**src/rtl/dmem_arbiter_pkg.sv**
```systemverilog
// ---------------------------------------------------------------------------
// dmem_arbiter_pkg
// Shared definitions for the data-memory arbiter slice.
//   WORD / ADDR     : data and address widths (16 bits each)
//   word_t / addr_t : convenience types for those widths
//   arb_state_t     : access state machine encoding (ARB_IDLE/ARB_ACCESS/ARB_DONE)
//   arb_owner_t     : which requester owns the current access (OWN_CPU=0, OWN_HOST=1)
//   cnt_width()     : width of a counter that must hold values 0..maxval
// ---------------------------------------------------------------------------
package dmem_arbiter_pkg;

   localparam int WORD = 16;
   localparam int ADDR = 16;

   typedef logic [WORD-1:0] word_t;
   typedef logic [ADDR-1:0] addr_t;

   typedef enum logic [1:0] {
      ARB_IDLE   = 2'd0,
      ARB_ACCESS = 2'd1,
      ARB_DONE   = 2'd2
   } arb_state_t;

   typedef enum logic {
      OWN_CPU  = 1'b0,
      OWN_HOST = 1'b1
   } arb_owner_t;

   // A counter holding 0..maxval needs clog2(maxval+1) bits; never go below
   // one bit so a degenerate range still yields a legal vector.
   function automatic int cnt_width(input int maxval);
      return (maxval > 1) ? $clog2(maxval + 1) : 1;
   endfunction

endpackage

```
**src/rtl/dmem_arbiter_if.sv**
```systemverilog
// ---------------------------------------------------------------------------
// dmem_arbiter_if
// Bundles both requester ports and the memory port of the arbiter.
//   cpu_*  : load/store stage request, grant, completion and read data
//   host_* : host/debug loader, identical shape to the cpu port
//   mem_*  : single-port data memory (enable, write enable, address, data)
//   busy   : arbiter is not idle
// Modports:
//   slave  : the arbiter itself
//   master : the environment (requesters plus memory array)
// ---------------------------------------------------------------------------
interface dmem_arbiter_if;
   import dmem_arbiter_pkg::*;

   logic  cpu_req;
   logic  cpu_we;
   addr_t cpu_addr;
   word_t cpu_wdata;
   logic  cpu_gnt;
   logic  cpu_rvalid;
   word_t cpu_rdata;

   logic  host_req;
   logic  host_we;
   addr_t host_addr;
   word_t host_wdata;
   logic  host_gnt;
   logic  host_rvalid;
   word_t host_rdata;

   logic  mem_en;
   logic  mem_we;
   addr_t mem_addr;
   word_t mem_wdata;
   word_t mem_rdata;

   logic  busy;

   modport slave (
      input  cpu_req, cpu_we, cpu_addr, cpu_wdata,
      input  host_req, host_we, host_addr, host_wdata,
      input  mem_rdata,
      output cpu_gnt, cpu_rvalid, cpu_rdata,
      output host_gnt, host_rvalid, host_rdata,
      output mem_en, mem_we, mem_addr, mem_wdata,
      output busy
   );

   modport master (
      output cpu_req, cpu_we, cpu_addr, cpu_wdata,
      output host_req, host_we, host_addr, host_wdata,
      output mem_rdata,
      input  cpu_gnt, cpu_rvalid, cpu_rdata,
      input  host_gnt, host_rvalid, host_rdata,
      input  mem_en, mem_we, mem_addr, mem_wdata,
      input  busy
   );

endinterface

```
**src/rtl/dmem_arb_pick.sv**
```systemverilog
// ---------------------------------------------------------------------------
// dmem_arb_pick
// Combinational winner select between the cpu and host requesters.
//   cpu_req  : cpu is requesting
//   host_req : host is requesting
//   starve   : host has waited through the maximum run of cpu grants
//   any_req  : at least one requester is asking
//   owner    : winner (only meaningful while any_req is high)
// The cpu wins every contest unless the starve flag hands it to the host.
// ---------------------------------------------------------------------------
module dmem_arb_pick
   import dmem_arbiter_pkg::*;
(
   input  logic       cpu_req,
   input  logic       host_req,
   input  logic       starve,
   output logic       any_req,
   output arb_owner_t owner
);

   assign any_req = cpu_req | host_req;

   // Host wins when it is alone, or when it is contending and starved.
   assign owner = (host_req && (!cpu_req || starve)) ? OWN_HOST : OWN_CPU;

endmodule

```
**src/rtl/dmem_arbiter.sv**
```systemverilog
// ---------------------------------------------------------------------------
// dmem_arbiter
// Shares the single-port 16-bit data memory between the pipeline load/store
// stage (cpu) and a host/debug loader (host). Each granted access holds the
// memory port for MEM_LAT cycles, then pulses the owner's rvalid with the
// captured load data. A new request may be taken at the edge that ends the
// completion cycle, so a requester holding req gets back-to-back service.
//
// Parameters:
//   MEM_LAT    : cycles mem_en is held per access (>= 1)
//   STARVE_MAX : consecutive cpu grants tolerated while host waits (>= 1)
// Ports:
//   clk   : clock, all state on the rising edge
//   rst_n : asynchronous active-low reset, clears every output immediately
//   bus   : dmem_arbiter_if.slave (cpu port, host port, memory port, busy)
// Build option:
//   DMEM_ARB_FAIR_EN defined   -> starvation counter forces a host grant
//                                 after STARVE_MAX contested cpu grants
//   DMEM_ARB_FAIR_EN undefined -> strict cpu priority, STARVE_MAX unused
// ---------------------------------------------------------------------------
module dmem_arbiter
   import dmem_arbiter_pkg::*;
#(
   parameter int MEM_LAT    = 1,
   parameter int STARVE_MAX = 4
)
(
   input  logic          clk,
   input  logic          rst_n,
   dmem_arbiter_if.slave bus
);

   localparam int               LAT_W    = cnt_width(MEM_LAT - 1);
   localparam logic [LAT_W-1:0] LAT_LAST = LAT_W'(MEM_LAT - 1);

   // Reject configurations that would make the counters meaningless.
   generate
      if (MEM_LAT < 1) begin : g_bad_mem_lat
         $error("dmem_arbiter: MEM_LAT must be at least 1");
      end
      if (STARVE_MAX < 1) begin : g_bad_starve_max
         $error("dmem_arbiter: STARVE_MAX must be at least 1");
      end
   endgenerate

   arb_state_t       state;
   arb_owner_t       owner_q;
   logic [LAT_W-1:0] lat_cnt;

   logic             starve;
   logic             any_req;
   arb_owner_t       pick_owner;
   logic             launch;

   dmem_arb_pick u_pick (
      .cpu_req  (bus.cpu_req),
      .host_req (bus.host_req),
      .starve   (starve),
      .any_req  (any_req),
      .owner    (pick_owner)
   );

   // Requests are taken from IDLE and also from DONE, the latter letting a
   // requester that keeps req high start its next access without a gap.
   assign launch = any_req && ((state == ARB_IDLE) || (state == ARB_DONE));

`ifdef DMEM_ARB_FAIR_EN
   localparam int               STV_W   = cnt_width(STARVE_MAX);
   localparam logic [STV_W-1:0] STV_MAX = STV_W'(STARVE_MAX);

   logic [STV_W-1:0] starve_cnt;

   assign starve = (starve_cnt == STV_MAX);

   // Counts cpu grants that were taken while the host was also waiting.
   // Any host grant, or an uncontested cpu grant, restarts the run; the
   // count saturates so the forced host grant stays pending until taken.
   always_ff @(posedge clk or negedge rst_n) begin
      if (!rst_n) begin
         starve_cnt <= '0;
      end else if (launch) begin
         if ((pick_owner == OWN_HOST) || !bus.host_req) begin
            starve_cnt <= '0;
         end else if (starve_cnt != STV_MAX) begin
            starve_cnt <= starve_cnt + STV_W'(1);
         end
      end
   end
`else
   // Strict priority: the host is never forced ahead of the cpu.
   assign starve = 1'b0;
`endif

   // Access state machine with every output registered. Grant and rvalid
   // default low each cycle so they only ever pulse for one clock. On a
   // launch the winner's payload is latched straight onto the memory port;
   // on the last ACCESS cycle the load data is captured into the owner's
   // rdata register (stores leave it untouched) and rvalid is raised for
   // the DONE cycle. The non-owner's outputs are never written.
   always_ff @(posedge clk or negedge rst_n) begin
      if (!rst_n) begin
         state           <= ARB_IDLE;
         owner_q         <= OWN_CPU;
         lat_cnt         <= '0;
         bus.cpu_gnt     <= 1'b0;
         bus.cpu_rvalid  <= 1'b0;
         bus.cpu_rdata   <= '0;
         bus.host_gnt    <= 1'b0;
         bus.host_rvalid <= 1'b0;
         bus.host_rdata  <= '0;
         bus.mem_en      <= 1'b0;
         bus.mem_we      <= 1'b0;
         bus.mem_addr    <= '0;
         bus.mem_wdata   <= '0;
         bus.busy        <= 1'b0;
      end else begin
         bus.cpu_gnt     <= 1'b0;
         bus.host_gnt    <= 1'b0;
         bus.cpu_rvalid  <= 1'b0;
         bus.host_rvalid <= 1'b0;

         if (launch) begin
            state      <= ARB_ACCESS;
            owner_q    <= pick_owner;
            lat_cnt    <= '0;
            bus.mem_en <= 1'b1;
            bus.busy   <= 1'b1;
            if (pick_owner == OWN_HOST) begin
               bus.host_gnt  <= 1'b1;
               bus.mem_we    <= bus.host_we;
               bus.mem_addr  <= bus.host_addr;
               bus.mem_wdata <= bus.host_wdata;
            end else begin
               bus.cpu_gnt   <= 1'b1;
               bus.mem_we    <= bus.cpu_we;
               bus.mem_addr  <= bus.cpu_addr;
               bus.mem_wdata <= bus.cpu_wdata;
            end
         end else begin
            case (state)
               ARB_ACCESS: begin
                  if (lat_cnt == LAT_LAST) begin
                     state      <= ARB_DONE;
                     bus.mem_en <= 1'b0;
                     bus.mem_we <= 1'b0;
                     if (owner_q == OWN_HOST) begin
                        bus.host_rvalid <= 1'b1;
                        if (!bus.mem_we) begin
                           bus.host_rdata <= bus.mem_rdata;
                        end
                     end else begin
                        bus.cpu_rvalid <= 1'b1;
                        if (!bus.mem_we) begin
                           bus.cpu_rdata <= bus.mem_rdata;
                        end
                     end
                  end else begin
                     lat_cnt <= lat_cnt + LAT_W'(1);
                  end
               end
               ARB_DONE: begin
                  state    <= ARB_IDLE;
                  bus.busy <= 1'b0;
               end
               default: begin
                  state      <= ARB_IDLE;
                  bus.busy   <= 1'b0;
                  bus.mem_en <= 1'b0;
                  bus.mem_we <= 1'b0;
               end
            endcase
         end
      end
   end

endmodule
```
**src/flat_wrapper.sv**
```systemverilog
// flat-port wrapper written by rule: the top's interface ports become plain ports
module dmem_arbiter_flat import dmem_arbiter_pkg::*;
#(
   parameter int MEM_LAT    = 1,
   parameter int STARVE_MAX = 4
)
  (clk, rst_n, bus_cpu_req, bus_cpu_we, bus_cpu_addr, bus_cpu_wdata, bus_host_req, bus_host_we, bus_host_addr, bus_host_wdata, bus_mem_rdata, bus_cpu_gnt, bus_cpu_rvalid, bus_cpu_rdata, bus_host_gnt, bus_host_rvalid, bus_host_rdata, bus_mem_en, bus_mem_we, bus_mem_addr, bus_mem_wdata, bus_busy);
  dmem_arbiter_if bus_i ();
  input  logic clk;
  input  logic rst_n;
  input wire logic [$bits(bus_i.cpu_req)-1:0] bus_cpu_req;
  input wire logic [$bits(bus_i.cpu_we)-1:0] bus_cpu_we;
  input wire logic [$bits(bus_i.cpu_addr)-1:0] bus_cpu_addr;
  input wire logic [$bits(bus_i.cpu_wdata)-1:0] bus_cpu_wdata;
  input wire logic [$bits(bus_i.host_req)-1:0] bus_host_req;
  input wire logic [$bits(bus_i.host_we)-1:0] bus_host_we;
  input wire logic [$bits(bus_i.host_addr)-1:0] bus_host_addr;
  input wire logic [$bits(bus_i.host_wdata)-1:0] bus_host_wdata;
  input wire logic [$bits(bus_i.mem_rdata)-1:0] bus_mem_rdata;
  output wire logic [$bits(bus_i.cpu_gnt)-1:0] bus_cpu_gnt;
  output wire logic [$bits(bus_i.cpu_rvalid)-1:0] bus_cpu_rvalid;
  output wire logic [$bits(bus_i.cpu_rdata)-1:0] bus_cpu_rdata;
  output wire logic [$bits(bus_i.host_gnt)-1:0] bus_host_gnt;
  output wire logic [$bits(bus_i.host_rvalid)-1:0] bus_host_rvalid;
  output wire logic [$bits(bus_i.host_rdata)-1:0] bus_host_rdata;
  output wire logic [$bits(bus_i.mem_en)-1:0] bus_mem_en;
  output wire logic [$bits(bus_i.mem_we)-1:0] bus_mem_we;
  output wire logic [$bits(bus_i.mem_addr)-1:0] bus_mem_addr;
  output wire logic [$bits(bus_i.mem_wdata)-1:0] bus_mem_wdata;
  output wire logic [$bits(bus_i.busy)-1:0] bus_busy;
  assign bus_i.cpu_req = bus_cpu_req;
  assign bus_i.cpu_we = bus_cpu_we;
  assign bus_i.cpu_addr = bus_cpu_addr;
  assign bus_i.cpu_wdata = bus_cpu_wdata;
  assign bus_i.host_req = bus_host_req;
  assign bus_i.host_we = bus_host_we;
  assign bus_i.host_addr = bus_host_addr;
  assign bus_i.host_wdata = bus_host_wdata;
  assign bus_i.mem_rdata = bus_mem_rdata;
  assign bus_cpu_gnt = bus_i.cpu_gnt;
  assign bus_cpu_rvalid = bus_i.cpu_rvalid;
  assign bus_cpu_rdata = bus_i.cpu_rdata;
  assign bus_host_gnt = bus_i.host_gnt;
  assign bus_host_rvalid = bus_i.host_rvalid;
  assign bus_host_rdata = bus_i.host_rdata;
  assign bus_mem_en = bus_i.mem_en;
  assign bus_mem_we = bus_i.mem_we;
  assign bus_mem_addr = bus_i.mem_addr;
  assign bus_mem_wdata = bus_i.mem_wdata;
  assign bus_busy = bus_i.busy;
  dmem_arbiter #(.MEM_LAT(MEM_LAT), .STARVE_MAX(STARVE_MAX)) u_core (.clk(clk), .rst_n(rst_n), .bus(bus_i));
endmodule
```
**config.mk**
```make
export PLATFORM = sky130hd
export DESIGN_NAME = dmem_arbiter_flat
export DESIGN_NICKNAME = d
export VERILOG_FILES = /design/src/rtl/dmem_arbiter_pkg.sv /design/src/rtl/dmem_arbiter_if.sv /design/src/rtl/dmem_arb_pick.sv /design/src/rtl/dmem_arbiter.sv /design/src/flat_wrapper.sv
export SDC_FILE = /design/constraint.sdc
export NUM_CORES = 1
export LEC_CHECK = 0
export CORE_AREA = 2 2 110 80
export DETAILED_ROUTE_END_ITERATION = 12
export DIE_AREA = 0 0 112 82
export PLACE_DENSITY = 0.81
export SKIP_CTS_REPAIR_TIMING = 1
export SYNTH_ARGS = -nofsm -noshare
export SYNTH_HDL_FRONTEND = slang
export SYNTH_SLANG_ARGS = --single-unit
```
**constraint.sdc**
```tcl
create_clock -name clk -period 1.8 [get_ports clk]
set_input_delay 0.36 -clock clk [delete_from_list [all_inputs] [get_ports clk]]
set_output_delay 0.36 -clock clk [all_outputs]
set_load 0.1 [all_outputs]
```
==> results by group <==
Floorplanning
  – Die ar.: 9180 sq um
  – Cell Rows: 28
  – # IOs: 157
  – Core area: 8200 sq um
  – Die height: slightly above 80 um
  – Die extent in x: 112 um
  – Initial Utilization: 38.7%

Global route
  – GRT Total Usage: 21.5%
  – Total grt overflow: 0
  – First-pass GRT wire length: 15400 um
  – Number of global-route vias before repair: 2986
  – Largest net degree at the start of global routing: 32
  – Initial antenna violation count: 0

Power and ir drop
  – Maximum VDD drop: ~1600 uV
  – Pwr per Cell Area: 2010 nW/um^2
  – Overall power: 12.0 mW
  – Leakage: 2.53 nW

Cells and area
  – Final Core Density: 72.6%
  – Post-route insts no fill: 537
  – Fillers: roughly 570
  – Register area: 1850 sq um
  – Share of layout cells above drive strength 1: 33.8%
  – Post-layout instance area: 5950 sq um
  – Layout Nets: 513
  – ANT cells: 0
  – Multi-input gate area: 1180 sq um
  – Area growth from synthesis to layout: 87.8%

Logic synthesis
  – Number of synthesized flops with an enable pin: 0
  – Syn Nets: 346
  – Share of synthesized registers carrying an async set or reset: 100%
  – Syn Area/Cell: 12.2 sq um
  – Top-area cell type share of the netlist area: between 50% and 60%
  – Mapped cell area: 3170 sq um
  – Sequential area share after synthesis: 58.4%
  – Post-synthesis cell count: 260
  – Synth area leader: dfrtp_1
  – Count leader, synth: dfrtp_1
  – Yosys warns: 0
  – #FFs+latches synth: 74
  – Yosys cell types: 22
  – Top area cells in the synthesized netlist: dfrtp_1 58%, mux2_4 9.5%, o22ai_1 5.7%, o32ai_1 5.3%, nor2_1 4.4%
  – Post-synth top flop: dfrtp_1
  – Top cells by count, synth: 74 x dfrtp_1, 37 x nor2_1, 29 x o22ai_1, 26 x nor3_1, 20 x mux2_4

STA
  – Final min period: 1.53 ns
  – Fmax: 0.654 GHz
  – Setup ws final: 0.271 ns
  – Slew Limit Fails: 0
  – Final setup viols: 0
  – Tcrit/Tclk final: 85.0%
  – Final hold vios: 0
  – Setup Skew: 0.00789 ns
  – Worst relative slew slack: 70.8%
  – Hold WS: 0.525 ns
  – TNS Setup: 0 ns
  – Worst slew pin tran: roughly 0.44 ns
  – RSZ-0062 raised after global routing: no

Routing
  – Total wire length: 9670 um
  – DRT iter0 DRCs: roughly 230
  – TritonRoute pass-1 iters: 4
  – Via/cell ratio: about 5.2
  – DR vias: approximately 2800
  – Routed length per instance: 18.0 um
  – Routed Antenna Nets: 0
  – Residual DRC count: 0

Worst setup path
  – CP required: approximately 2 ns
  – Crit Path Max Fanout: 12
  – Crit-path max cell delay: 0.49 ns
  – Kind of critical path: register to register
  – CP startpoint kind: register
  – Crit path capture type: register
  – Slowest stage cell, crit path: dfrtp_1
  – Arr. time, crit path: between 1.5 and 2 ns
  – CP Cell Sequence: nand2b_4 > nor3_4 > buf_4 > mux2_2

Clock tree
  – Clk_lat worst skew: 0.32 ns
  – CTS Sinks: 74
  – TritonCTS clock tree: done
  – Clock Path Buffers: 2
  – TritonCTS buffer count: 9
  – H-tree depth: 3
  – Clock slew at reported path FFs: around 0.060 ns
  – Clk root buf: clkbuf_16

Placement
  – PortBufs: 156
  – Placer Congestion: just under 0.8
  – Cells after DPL: 520
  – DP Area: about 5600 sq um
  – Pre-CTS WS: -0.000544 ns
  – DP Wirelength: 7250 um

Hold path
  – Hold Crit Class: input pin to asynchronous set/reset pin

Status
  – Status: finished, final reports clean

Flow run
  – Max Cap Viol: 0
## path summary, 6_finish.rpt
path,slack [ns],startpoint,cells after the start,to
worst max-delay path,0.27,u_core.state[0],4,u_core.bus.host_rdata[1]
worst min-delay path,0.53,rst_n,2,u_core.bus.mem_wdata[1]
worst max register to register,0.27,u_core.state[0],4,u_core.bus.host_rdata[1]
worst min register to register,0.54,u_core.owner_q,1,u_core.bus.cpu_rvalid
max in group asynchronous,0.70,rst_n,3,u_core.bus.mem_addr[4]
min in group clk,0.54,u_core.owner_q,1,u_core.bus.cpu_rvalid
## power by group
part,leakage (nW),internal (mW),switching (mW)
logic,1.52,2.72,4.58
registers,0.860,2.20,0.643
clock network,0.144,1.15,0.687
total,2.53,6.08,5.91
## registers in the layout (all words and copies together) (netlist names)
name and flops:
u_core.bus.mem_addr 16, u_core.bus.host_rdata 16, u_core.bus.host_rvalid 1, u_core.bus.mem_en 1, u_core.bus.mem_wdata 16, u_core.owner_q 1, u_core.bus.cpu_rvalid 1, u_core.state 2
u_core.bus.host_gnt 1, u_core.bus.mem_we 1, u_core.bus.cpu_gnt 1, u_core.bus.busy 1, u_core.bus.cpu_rdata 16
## logic make-up (layout without fill, tap and decap cells)
| kind of cell | count (synthesis) | after routing | share of synthesized area [%] |
|---|---|---|---|
| muxes | 32 | 32 | 13.7 |
| and+or+nand+nor | 72 | 72 | 11.1 |
| DFF | 74 | 74 | 58.4 |
| AOI/OAI and AO/OA | 56 | 56 | 12.4 |
| buffers and inverters | 26 | 198 | 4.30 |
## layout by cell type (no fill, tap or decap)
cell / Yosys / routed
a21o_1: 1 / 1
inv_2: 1 / 1
dlygate4sd3_1: 0 / 1
a221oi_1: 1 / 1
buf_4: 0 / 19
dfrtp_2: 0 / 1
clkdlybuf4s50_1: 0 / 84
inv_1: 4 / 4
nor3_1: 26 / 26
mux2_2: 12 / 12
a21oi_1: 6 / 6
nand2_1: 1 / 1
inv_6: 0 / 1
clkinvlp_4: 0 / 3
or2_2: 1 / 1
o22ai_1: 29 / 29
buf_12: 1 / 73
nand3b_1: 1 / 1
dfrtp_1: 74 / 73
bufinv_16: 0 / 1
clkbuf_16: 0 / 9
nand2b_1: 3 / 3
mux2_4: 20 / 20
nor3_4: 2 / 2
o32ai_1: 19 / 19
clkbuf_8: 0 / 2
nor2_1: 37 / 37
nand2b_4: 1 / 1
## area by class of cell
cell class	instances	share of cell area [%]
repair buffers	177	41.2
flip-flops and latches	74	31.1
multi-input cells	160	19.8
clock buffers	11	4.25
well taps	105	2.21
clock inverters	5	1.03
inverters	5	0.315
## metal layers
layer  wire (um)  vias up  global-route usage [%]
met5           0        -                       0
met4          72        0                    5.73
met3         525        6                    4.80
met2        5110       96                    39.3
met1        3960     1380                    26.2
li1            -     1295                       -
## critical path: cells and delay by family (launching register included)
kind / cells / cell delay, ns
DFF: 1 / 0.49
muxes: 1 / 0.37
buffers and inverters: 1 / 0.28
and+or+nand+nor: 2 / 0.26
Power figures use the tool's default switching activity.
